[src/rtl/npc_pkg.sv]
// Package shared by the next-PC slice.
// Holds the address width, the word-alignment mask applied to redirect
// targets and the fetch FSM state encoding.
package npc_pkg;

  localparam int          ADDR_W     = 32;
  localparam logic [31:0] ALIGN_MASK = 32'hFFFF_FFFC;

  typedef enum logic [1:0] {
    S_FETCH = 2'd0,
    S_VALID = 2'd1,
    S_ERR   = 2'd2
  } state_e;

endpackage

[src/rtl/next_pc_unit_if.sv]
// Fetch/decode bus of the next-PC unit.
// Bundles the instruction-memory request channel (imem_req/imem_addr out,
// imem_ready/imem_rdata in) and the decode valid/ready channel
// (inst_valid/inst_word/inst_pc out, dec_ready in).
//   master : the next-PC unit (requests fetches, presents instructions)
//   slave  : the memory/decode side
interface next_pc_unit_if;
  import npc_pkg::*;

  logic              imem_req;
  logic [ADDR_W-1:0] imem_addr;
  logic              imem_ready;
  logic [ADDR_W-1:0] imem_rdata;
  logic              inst_valid;
  logic [ADDR_W-1:0] inst_word;
  logic [ADDR_W-1:0] inst_pc;
  logic              dec_ready;

  modport master (
    output imem_req, imem_addr, inst_valid, inst_word, inst_pc,
    input  imem_ready, imem_rdata, dec_ready
  );

  modport slave (
    input  imem_req, imem_addr, inst_valid, inst_word, inst_pc,
    output imem_ready, imem_rdata, dec_ready
  );

endinterface

[src/rtl/next_pc_unit_fetch_timeout_ctr.sv]
// Fetch timeout counter.
// Counts cycles spent waiting for imem_ready. clr_i wins over inc_i.
// expire_o is high while the count equals TIMEOUT_CYCLES-1, i.e. during the
// last wait cycle allowed before the fetch is declared failed.
// Ports:
//   clock, reset_n : clock and synchronous active-low reset
//   clr_i          : return the count to zero
//   inc_i          : advance the count by one
//   expire_o       : final permitted wait cycle reached
module fetch_timeout_ctr #(
  parameter int TIMEOUT_CYCLES = 16
) (
  input  logic clock,
  input  logic reset_n,
  input  logic clr_i,
  input  logic inc_i,
  output logic expire_o
);

  logic [7:0] count_q;
  logic [7:0] count_d;

  always_comb begin
    count_d = count_q;
    if (clr_i) begin
      count_d = 8'd0;
    end else if (inc_i) begin
      count_d = count_q + 8'd1;
    end
  end

  always_ff @(posedge clock) begin
    if (!reset_n) begin
      count_q <= 8'd0;
    end else begin
      count_q <= count_d;
    end
  end

  assign expire_o = (count_q == 8'(TIMEOUT_CYCLES - 1));

endmodule

[src/rtl/next_pc_unit.sv]
// Next-PC unit: closes the loop around an always-loading program counter.
// Fetches the word at inst_address, hands it to decode over valid/ready,
// and handles redirects and fetch timeouts. Since the PC has no enable,
// every hold is expressed as next_inst_address = inst_address.
// Ports:
//   clock, reset_n     : clock and synchronous active-low reset
//   inst_address       : current PC value
//   next_inst_address  : value the PC loads at the next posedge (comb.)
//   redirect_valid     : branch/jump taken this cycle
//   redirect_target    : new PC (low two bits ignored)
//   fetch_err          : sticky timeout flag (registered)
//   bus                : imem request channel and decode channel
module next_pc_unit
  import npc_pkg::*;
#(
  parameter logic [31:0] RESET_VECTOR   = 32'h0000_0000,
  parameter int          INST_STEP      = 4,
  parameter int          TIMEOUT_CYCLES = 16
) (
  input  logic              clock,
  input  logic              reset_n,
  input  logic [ADDR_W-1:0] inst_address,
  output logic [ADDR_W-1:0] next_inst_address,
  input  logic              redirect_valid,
  input  logic [ADDR_W-1:0] redirect_target,
  output logic              fetch_err,
  next_pc_unit_if.master    bus
);

  state_e            state_q;
  logic              inst_valid_q;
  logic [ADDR_W-1:0] inst_word_q;
  logic [ADDR_W-1:0] inst_pc_q;
  logic              fetch_err_q;

  logic in_fetch;
  logic capture;
  logic expire;

  assign in_fetch = (state_q == S_FETCH);
  // A redirect in the same cycle drops whatever the memory returned.
  assign capture  = in_fetch && bus.imem_ready && !redirect_valid;

  // The counter only advances while a fetch is waiting; anything else
  // (ready, redirect, leaving S_FETCH, expiry) returns it to zero.
  fetch_timeout_ctr #(
    .TIMEOUT_CYCLES(TIMEOUT_CYCLES)
  ) u_timeout (
    .clock   (clock),
    .reset_n (reset_n),
    .clr_i   (redirect_valid || !in_fetch || bus.imem_ready || expire),
    .inc_i   (in_fetch && !bus.imem_ready),
    .expire_o(expire)
  );

  // Next-address mux: reset > redirect > capture advance > hold.
  always_comb begin
    next_inst_address = inst_address;
    if (!reset_n) begin
      next_inst_address = RESET_VECTOR;
    end else if (redirect_valid) begin
      next_inst_address = redirect_target & ALIGN_MASK;
    end else if (capture) begin
      next_inst_address = inst_address + ADDR_W'(INST_STEP);
    end
  end

  assign bus.imem_req  = reset_n && in_fetch;
  assign bus.imem_addr = inst_address;

  always_ff @(posedge clock) begin
    if (!reset_n) begin
      state_q      <= S_FETCH;
      inst_valid_q <= 1'b0;
      inst_word_q  <= '0;
      inst_pc_q    <= '0;
      fetch_err_q  <= 1'b0;
    end else if (redirect_valid) begin
      // Squash any presented instruction, even one accepted this cycle.
      state_q      <= S_FETCH;
      inst_valid_q <= 1'b0;
      fetch_err_q  <= 1'b0;
    end else begin
      case (state_q)
        S_FETCH: begin
          if (bus.imem_ready) begin
            inst_word_q  <= bus.imem_rdata;
            inst_pc_q    <= inst_address;
            inst_valid_q <= 1'b1;
            state_q      <= S_VALID;
          end else if (expire) begin
            fetch_err_q <= 1'b1;
            state_q     <= S_ERR;
          end
        end
        S_VALID: begin
          if (bus.dec_ready) begin
            inst_valid_q <= 1'b0;
            state_q      <= S_FETCH;
          end
        end
        S_ERR: begin
          inst_valid_q <= 1'b0;
        end
        default: begin
          inst_valid_q <= 1'b0;
          state_q      <= S_FETCH;
        end
      endcase
    end
  end

  assign bus.inst_valid = inst_valid_q;
  assign bus.inst_word  = inst_word_q;
  assign bus.inst_pc    = inst_pc_q;
  assign fetch_err      = fetch_err_q;

endmodule
[src/flat_wrapper.sv]
// flat-port wrapper written by rule: the top's interface ports become plain ports
module next_pc_unit_flat import npc_pkg::*;
#(
  parameter logic [31:0] RESET_VECTOR   = 32'h0000_0000,
  parameter int          INST_STEP      = 4,
  parameter int          TIMEOUT_CYCLES = 16
)
  (clock, reset_n, inst_address, next_inst_address, redirect_valid, redirect_target, fetch_err, bus_imem_req, bus_imem_addr, bus_inst_valid, bus_inst_word, bus_inst_pc, bus_imem_ready, bus_imem_rdata, bus_dec_ready);
  next_pc_unit_if bus_i ();
  input  logic clock;
  input  logic reset_n;
  input  logic [ADDR_W-1:0] inst_address;
  output logic [ADDR_W-1:0] next_inst_address;
  input  logic redirect_valid;
  input  logic [ADDR_W-1:0] redirect_target;
  output logic fetch_err;
  output wire logic [$bits(bus_i.imem_req)-1:0] bus_imem_req;
  output wire logic [$bits(bus_i.imem_addr)-1:0] bus_imem_addr;
  output wire logic [$bits(bus_i.inst_valid)-1:0] bus_inst_valid;
  output wire logic [$bits(bus_i.inst_word)-1:0] bus_inst_word;
  output wire logic [$bits(bus_i.inst_pc)-1:0] bus_inst_pc;
  input wire logic [$bits(bus_i.imem_ready)-1:0] bus_imem_ready;
  input wire logic [$bits(bus_i.imem_rdata)-1:0] bus_imem_rdata;
  input wire logic [$bits(bus_i.dec_ready)-1:0] bus_dec_ready;
  assign bus_imem_req = bus_i.imem_req;
  assign bus_imem_addr = bus_i.imem_addr;
  assign bus_inst_valid = bus_i.inst_valid;
  assign bus_inst_word = bus_i.inst_word;
  assign bus_inst_pc = bus_i.inst_pc;
  assign bus_i.imem_ready = bus_imem_ready;
  assign bus_i.imem_rdata = bus_imem_rdata;
  assign bus_i.dec_ready = bus_dec_ready;
  next_pc_unit #(.RESET_VECTOR(RESET_VECTOR), .INST_STEP(INST_STEP), .TIMEOUT_CYCLES(TIMEOUT_CYCLES)) u_core (.clock(clock), .reset_n(reset_n), .inst_address(inst_address), .next_inst_address(next_inst_address), .redirect_valid(redirect_valid), .redirect_target(redirect_target), .fetch_err(fetch_err), .bus(bus_i));
endmodule
[config.mk]
export PLATFORM = sky130hd
export DESIGN_NAME = next_pc_unit_flat
export DESIGN_NICKNAME = d
export VERILOG_FILES = /design/src/rtl/npc_pkg.sv /design/src/rtl/next_pc_unit_if.sv /design/src/rtl/next_pc_unit_fetch_timeout_ctr.sv /design/src/rtl/next_pc_unit.sv /design/src/flat_wrapper.sv
export SDC_FILE = /design/constraint.sdc
export NUM_CORES = 1
export LEC_CHECK = 0
export CAP_MARGIN = 20
export CORE_ASPECT_RATIO = 0.9
export CORE_MARGIN = 3
export CORE_UTILIZATION = 40
export DETAILED_ROUTE_END_ITERATION = 8
export GPL_TIMING_DRIVEN = 0
export HOLD_SLACK_MARGIN = 0.15
export PLACE_DENSITY = 0.86
export SYNTH_ARGS = -nofsm -noshare
export SYNTH_HDL_FRONTEND = slang
export SYNTH_SLANG_ARGS = --single-unit
[constraint.sdc]
create_clock -name clock -period 3.4 [get_ports clock]
set_clock_uncertainty 0.15 [all_clocks]
set_input_delay 0.51 -clock clock [delete_from_list [all_inputs] [get_ports clock]]
set_output_delay 0.51 -clock clock [all_outputs]
set_load 0.1 [all_outputs]
==> results of run 1 <==
## stage by stage
step / power, uW / util
2_1_floorplan: 1790 / -
3_5_place_dp: 2154 / 0.6659
5_1_grt: 3191 / 0.7156
4_1_cts: 3098 / 0.7062
3_3_place_gp: 2141 / 0.6659
6_report: 3096 / 0.7156
## worst min-delay path by stage
stage,startpoint,end,slack (ps),depth (start not counted)
2_1_floorplan,u_core.u_timeout.count_q[0]$_SDFFE_PP0P_,u_core.u_timeout.count_q[0]$_SDFFE_PP0P_,280,1
3_3_place_gp,u_core.u_timeout.count_q[0]$_SDFFE_PP0P_,u_core.u_timeout.count_q[0]$_SDFFE_PP0P_,290,1
3_5_place_dp,u_core.u_timeout.count_q[0]$_SDFFE_PP0P_,u_core.u_timeout.count_q[0]$_SDFFE_PP0P_,300,1
4_1_cts,u_core.bus.inst_pc[11]$_SDFFE_PN0P_,u_core.bus.inst_pc[11]$_SDFFE_PN0P_,320,2
5_1_grt,u_core.u_timeout.count_q[0]$_SDFFE_PP0P_,u_core.u_timeout.count_q[0]$_SDFFE_PP0P_,340,1
6_report,u_core.bus.inst_word[0]$_SDFFE_PN0P_,u_core.bus.inst_word[0]$_SDFFE_PN0P_,310,2
## cells by family after synthesis
logic type | count (synthesis)
simple gates | 271
compound gates | 130
buf+inv | 78
flops | 76
xor+xnor | 13
fa+ha+maj | 2
mux | 1
## where the power goes
part | switching, uW | internal (uW)
Combinational | 866 | 334
Sequential | 19.7 | 928
Clock | 379 | 568
## repair_timing
item / 4_1_cts / 5_1_grt
pin swaps: 5 / 4
endpoints found under the setup margin: 32 / 30
resized for setup: 182 / 35
buffers inserted: 12 / 5
hold endpoints to repair: 0 / 0
## flip-flops by register name, summed over array words and instances (netlist names)
name / cells
u_core.bus.inst_pc: 32
u_core.bus.inst_word: 32
u_core.u_timeout.count_q: 8
u_core.state_q: 2
u_core.bus.inst_valid: 1
u_core.fetch_err: 1
## worst max-delay path, delay by kind of cell
family	cells	cell delay, ps
compound gates	1	110
buf+inv	4	1200
simple gates	3	840
## layer usage
metal,share of wire,routed length (um)
met4,0.021,358
met1,0.38,6617
met3,0.098,1708
met5,0,0
met2,0.50,8713
## cells in the final DEF (no fill, tap or decap), types with 4 or more instances in the layout
cell type and instances:
xor2_1 4, o21ai_0 24, nor2b_1 7, and4_1 11, inv_1 4, o211a_1 4
buf_6 5, clkbuf_2 7, nand4_1 18, a21oi_1 5, nand3_1 14, clkbuf_1 32
a21oi_2 5, nor3_1 12, and3_1 5, or3_1 6, clkdlybuf4s50_1 176, clkdlybuf4s15_2 7
dlymetal6s2s_1 14, nor3_4 6, dlygate4sd2_1 5, dfxtp_1 76, nor2_1 13, buf_4 61
a21boi_0 64, buf_2 5, a211oi_1 4, clkbuf_16 9, nand2_1 142, xnor2_1 9
a311oi_1 6
## final cells by class
class | instances | area (um^2)
fillers | 825 | 2964
multi-input cells | 417 | 2661
repair buffers | 244 | 2392
flip-flops and latches | 76 | 1521
plain buffers | 73 | 412.9
clock buffers | 10 | 229.0
well taps | 129 | 161.4
clock inverters | 6 | 65.06
inverters | 4 | 15.01
==> flow_summary.json, run 1 <==
{
  "antenna_cells": 0,
  "rsz0062_at_grt": "yes",
  "synth_most_common_cell": "nand2_1",
  "busiest_layer": "met2",
  "netlist_instances": 571,
  "drc_errors": 0,
  "drt-vias-per-instance": 5.541,
  "async_flop_share": 0,
  "stdcell_area_mm2": 0.007458,
  "critPathCapture": "next_inst_address[30]",
  "endpoint_kind": "output pin",
  "cts_root_buffer": "clkbuf_16",
  "cap_violations": 0,
  "crit_type": "in2out",
  "synthMuxAreaShare": 0.002303,
  "yosysTopAreaCellShare": 0.3501,
  "timing.critical_path.from": "inst_address[6]",
  "grt_pass1_wl_um": 26760,
  "insertion_delay_ps": 330,
  "yosysSeqAreaShare": 0.3501,
  "clockBufferDepth": 2,
  "ioPinCount": 232,
  "grt_antenna_before_repair": 0,
  "die_height_um": 104.9,
  "required_ps": 2740,
  "vdd_drop_max_mv": 0.2953,
  "tightest_slew_ps": 1013,
  "ys_top_cells_by_area": "dfxtp_1 (35%), nand2_1 (12%), a21boi_0 (11%)",
  "syn_avg_cell_area_um2": 7.610,
  "r2r-end": "u_core.bus.inst_pc[13]$_SDFFE_PN0P_",
  "layout_min_cycle_time_ps": 3317,
  "slowest_delay_ps": 550,
  "synth_top_family_by_area": "simple AND/OR/NAND/NOR gates",
  "detail-route-antenna-nets": 0,
  "hold_buffers": 0,
  "synthTopCellsByCount": "nand2_1 (142), dfxtp_1 (76), a21boi_0 (64)",
  "reg2reg_setup_slack_ps": 1150,
  "synth-simple-area-share": 0.3072,
  "core_area_mm2": 0.01042,
  "instances_no_fill": 959,
  "post_route_cells_drive_above_1_share": 0.1675,
  "finalSetupViolCount": 0,
  "synth_warnings": 0,
  "synth_xor_area_frac": 0.02620,
  "rows": 35,
  "clkTransAtPathRegs_ps": 60,
  "dpl.hpwl_um": 13200,
  "pre_cts_slack_ps": -1464,
  "synth_fa_ha_area_frac": 0.005759,
  "io_buffers": 227,
  "wl_per_cell_um": 18.14,
  "drt-total-wl_um": 17400,
  "syn_to_final_growth_pct": 71.64,
  "grtUsageMet1": 0.3257,
  "leakagePower_uw": 0.002873,
  "overflow": 0,
  "syn-cell-area_mm2": 0.004345,
  "status": "complete, no violations",
  "reg2reg_depth": 6,
  "fmax_mhz": 301.4,
  "cp_common_cell": "buf_4",
  "start_util": 0.4169,
  "cts_tree": "yes",
  "hold_violations": 0,
  "r2r_start": "u_core.state_q[1]$_SDFFE_PP0P_",
  "placedCellCount": 927,
  "nets": 928,
  "grt_max_degree": 14,
  "synth_fp_nets": 674,
  "slew_headroom": 0.3223,
  "critPathArrivalTime_ps": 2660,
  "hp-class": "reg2reg",
  "placed_area_mm2": 0.006940,
  "worst_slack_ps": 82.50,
  "critPathSlowestCell": "clkdlybuf4s50_1",
  "cts_made_buffers": 9,
  "ys_ff_latch": 76,
  "yosysUniqueCellTypes": 49,
  "die-area_mm2": 0.01215,
  "grt_pass1_vias": 5189,
  "die_x_um": 115.9,
  "first_pass_iters": 5,
  "synth_edf_count": 0,
  "start_kind": "input port",
  "power_density_mw_per_mm2": 415.1,
  "fin_crit_sh": 0.9757,
  "grt_util_met2": 0.4934,
  "synth_area_leader_cell": "dfxtp_1",
  "gp_congestion": 0.8286,
  "ys.flop_type": "dfxtp_1",
  "drtIter0Drc": 423,
  "holdWs_ps": 311.8,
  "use_met3": 0.07412,
  "synth_compound_area_frac": 0.2113,
  "tns_ps": 0,
  "num_vias": 5314,
  "track_usage": 0.2784,
  "cp_cell_sequence": "clkdlybuf4s50_1, buf_4, nand4_1, buf_4, nor4_4, a21oi_1, or3b_2, buf_4",
  "clkSinkCount": 76,
  "slew_viol_final": 0,
  "cp_max_fo": 10,
  "htree_levels": 3
}
Note: power is estimated with default switching activity, not from simulation.
==> inputs of run 2 (changes only) <==
--- a/config.mk
+++ b/config.mk
@@ -12,7 +12,7 @@
 export DETAILED_ROUTE_END_ITERATION = 8
 export GPL_TIMING_DRIVEN = 0
 export HOLD_SLACK_MARGIN = 0.15
-export PLACE_DENSITY = 0.86
+export PLACE_DENSITY = 0.93
 export SYNTH_ARGS = -nofsm -noshare
 export SYNTH_HDL_FRONTEND = slang
 export SYNTH_SLANG_ARGS = --single-unit
==> run 2 against run 1 <==
  * Register-to-register slack worse by 160 ps
  * Sequential share of layout area up 0.096 points
  * Worst hold slack worse by 1.5 ps
  * Sequential power is essentially flat
  * Via count down 3.2%
  * Count of clock-buffer cells in the layout fell by 1
  * Utilization down 0.34 points
  * Non-clock buffer count fell by 2
  * Combinational power is essentially flat
  * Sequential cell count stayed put
  * First-iteration DRC count decreased by 28%
  * Global-route usage fell by 0.73 points
  * Critical endpoint is now next_inst_address[29]
  * Largest power group unchanged
==> flow_summary.json, run 2 (same netlist as run 1, synthesis figures left out) <==
{
  "status": "complete, no violations",
  "drtIter0Drc": 304,
  "slew_headroom": 0.3234,
  "endpoint_kind": "output pin",
  "start_util": 0.4169,
  "start_kind": "input port",
  "layout_min_cycle_time_ps": 3373,
  "intPower_uw": 1766,
  "wl_per_cell_um": 17.61,
  "grt_pass1_vias": 5056,
  "rsz0062_at_grt": "no",
  "die_x_um": 115.9,
  "detail-route-antenna-nets": 0,
  "tightest_slew_ps": 1012,
  "sw_frac_of_total": 0.4228,
  "cts_root_buffer": "clkbuf_16",
  "die_height_um": 104.9,
  "rows": 35,
  "hold_violations": 0,
  "nFillCells": 834,
  "cp_cell_sequence": "clkdlybuf4s50_1, nand3_1, or4_4, or4_4, nand3_4, buf_12",
  "htree_levels": 3,
  "core_area_mm2": 0.01042,
  "power_frac_clock": 0.300,
  "grt_pass1_wl_um": 26050,
  "clkSinkCount": 76,
  "hp-class": "reg2reg",
  "grt_antenna_before_repair": 0,
  "post_route_cells_drive_above_1_share": 0.1630,
  "num_vias": 5146,
  "total_power_uw": 3060,
  "fmax_mhz": 296.5,
  "die-area_mm2": 0.01215,
  "dpl.hpwl_um": 12880,
  "hold_buffers": 0,
  "cts_made_buffers": 9,
  "p_seq_frac": 0.309,
  "io_buffers": 227,
  "final_cell_mix": "clkdlybuf4s50_1 (176), nand2_1 (142), dfxtp_1 (76)",
  "overflow": 0,
  "drc_errors": 0,
  "syn_to_final_growth_pct": 70.83,
  "track_usage": 0.2711,
  "cp_common_cell": "or4_4",
  "clockBufferDepth": 2,
  "critPathSlowestCell": "clkdlybuf4s50_1",
  "clkTransAtPathRegs_ps": 60,
  "critPathArrivalTime_ps": 2710,
  "slowest_delay_ps": 670,
  "placedCellCount": 927,
  "fin_crit_sh": 0.9920,
  "multi_input_area_mm2": 0.002658,
  "leakagePower_uw": 0.002822,
  "grt_max_degree": 16,
  "cp_max_fo": 6,
  "nets": 926,
  "instances_no_fill": 957,
  "gp_congestion": 0.8475,
  "insertion_delay_ps": 330,
  "final_common_cell": "clkdlybuf4s50_1",
  "ioPinCount": 232,
  "slew_viol_final": 0,
  "drt-total-wl_um": 16860,
  "required_ps": 2740,
  "power_density_mw_per_mm2": 412.2,
  "cts_tree": "yes",
  "finalSetupViolCount": 0,
  "first_pass_iters": 5,
  "vdd_drop_max_mv": 0.3166,
  "antenna_cells": 0,
  "switching_power_uw": 1294,
  "crit_type": "in2out",
  "combPwrFrac": 0.391,
  "cap_violations": 0,
  "drt-vias-per-instance": 5.377,
  "seq_area_mm2": 0.001521
}
## run 2: cell types whose count changed in the layout (fill, tap and decap cells not counted), sizes merged, moves of 2 or more
cell / previous run / this run
dlygate4sd2: 5 / 11
dlymetal6s2s: 14 / 9
inv: 4 / 8
clkbuf: 49 / 46
clkinv: 4 / 1
clkdlybuf4s18: 2 / 0
## run 2: power groups by stage
| stage | clock network, uW | registers [uW] | logic, uW |
|---|---|---|---|
| 2_1_floorplan | 0 | 1220 | 568 |
| 3_3_place_gp | 0 | 964 | 1180 |
| 3_5_place_dp | 0 | 966 | 1190 |
| 4_1_cts | 932 | 946 | 1190 |
| 5_1_grt | 958 | 950 | 1240 |
| 6_report | 917 | 946 | 1200 |
## run 2: worst paths after layout
path                                    startpoint                                    end  slack [ps]  cells after the start
max                               inst_address[18]                  next_inst_address[29]          30                      6
min          u_core.bus.inst_word[29]$_SDFFE_PN0P_  u_core.bus.inst_word[29]$_SDFFE_PN0P_         310                      2
max reg2reg         u_core.state_q[1]$_SDFFE_PP0P_    u_core.bus.inst_pc[12]$_SDFFE_PN0P_         990                      7
min reg2reg  u_core.bus.inst_word[29]$_SDFFE_PN0P_  u_core.bus.inst_word[29]$_SDFFE_PN0P_         310                      2
## run 2: worst max-delay path, delay by kind of cell
family | cells | cell delay (ps)
buf+inv | 2 | 840
simple gates | 4 | 1350
## run 2: final cells by class
cell class / count / share of cell area
inverter: 4 / 0.002023
timing repair buffer: 241 / 0.3175
clock inverter: 7 / 0.007922
buffer: 74 / 0.05748
tap: 129 / 0.02174
clock buffer: 9 / 0.03034
multi-input combinational: 417 / 0.3580
sequential: 76 / 0.2050
## run 2: metrics by stage
| step | hold WS, ps | TNS [ps] | setup slack (ps) | util | cell area [um^2] |
|---|---|---|---|---|---|
| floorplan | 280.0 | -387.7 | -387.7 | - | 4507 |
| finish | 310.2 | 0 | 27.04 | 0.7122 | 7423 |
| detailed placement | 305.6 | -33630 | -1571 | 0.6659 | 6940 |
| global route | 329.8 | 0 | 3.394 | 0.7122 | 7423 |
| global placement | 297.7 | -33190 | -1522 | 0.6659 | 6940 |
| CTS | 314.2 | 0 | 0.9204 | 0.7025 | 7322 |
## run 2: routing by layer
metal  wire length, um  vias to the layer above  GRT usage
met1              6595                     2352     0.3132
met5                 0                        -          0
met2              8092                      277     0.4692
met4               349                        0    0.07291
li1                  -                     2488          -
met3              1817                       29    0.09728
## run 2: timing repair
item	in CTS	in global routing
pin swaps	8	3
buffers inserted	9	4
cloned	1	0
resized for setup	190	27
endpoints found under the setup margin	32	30
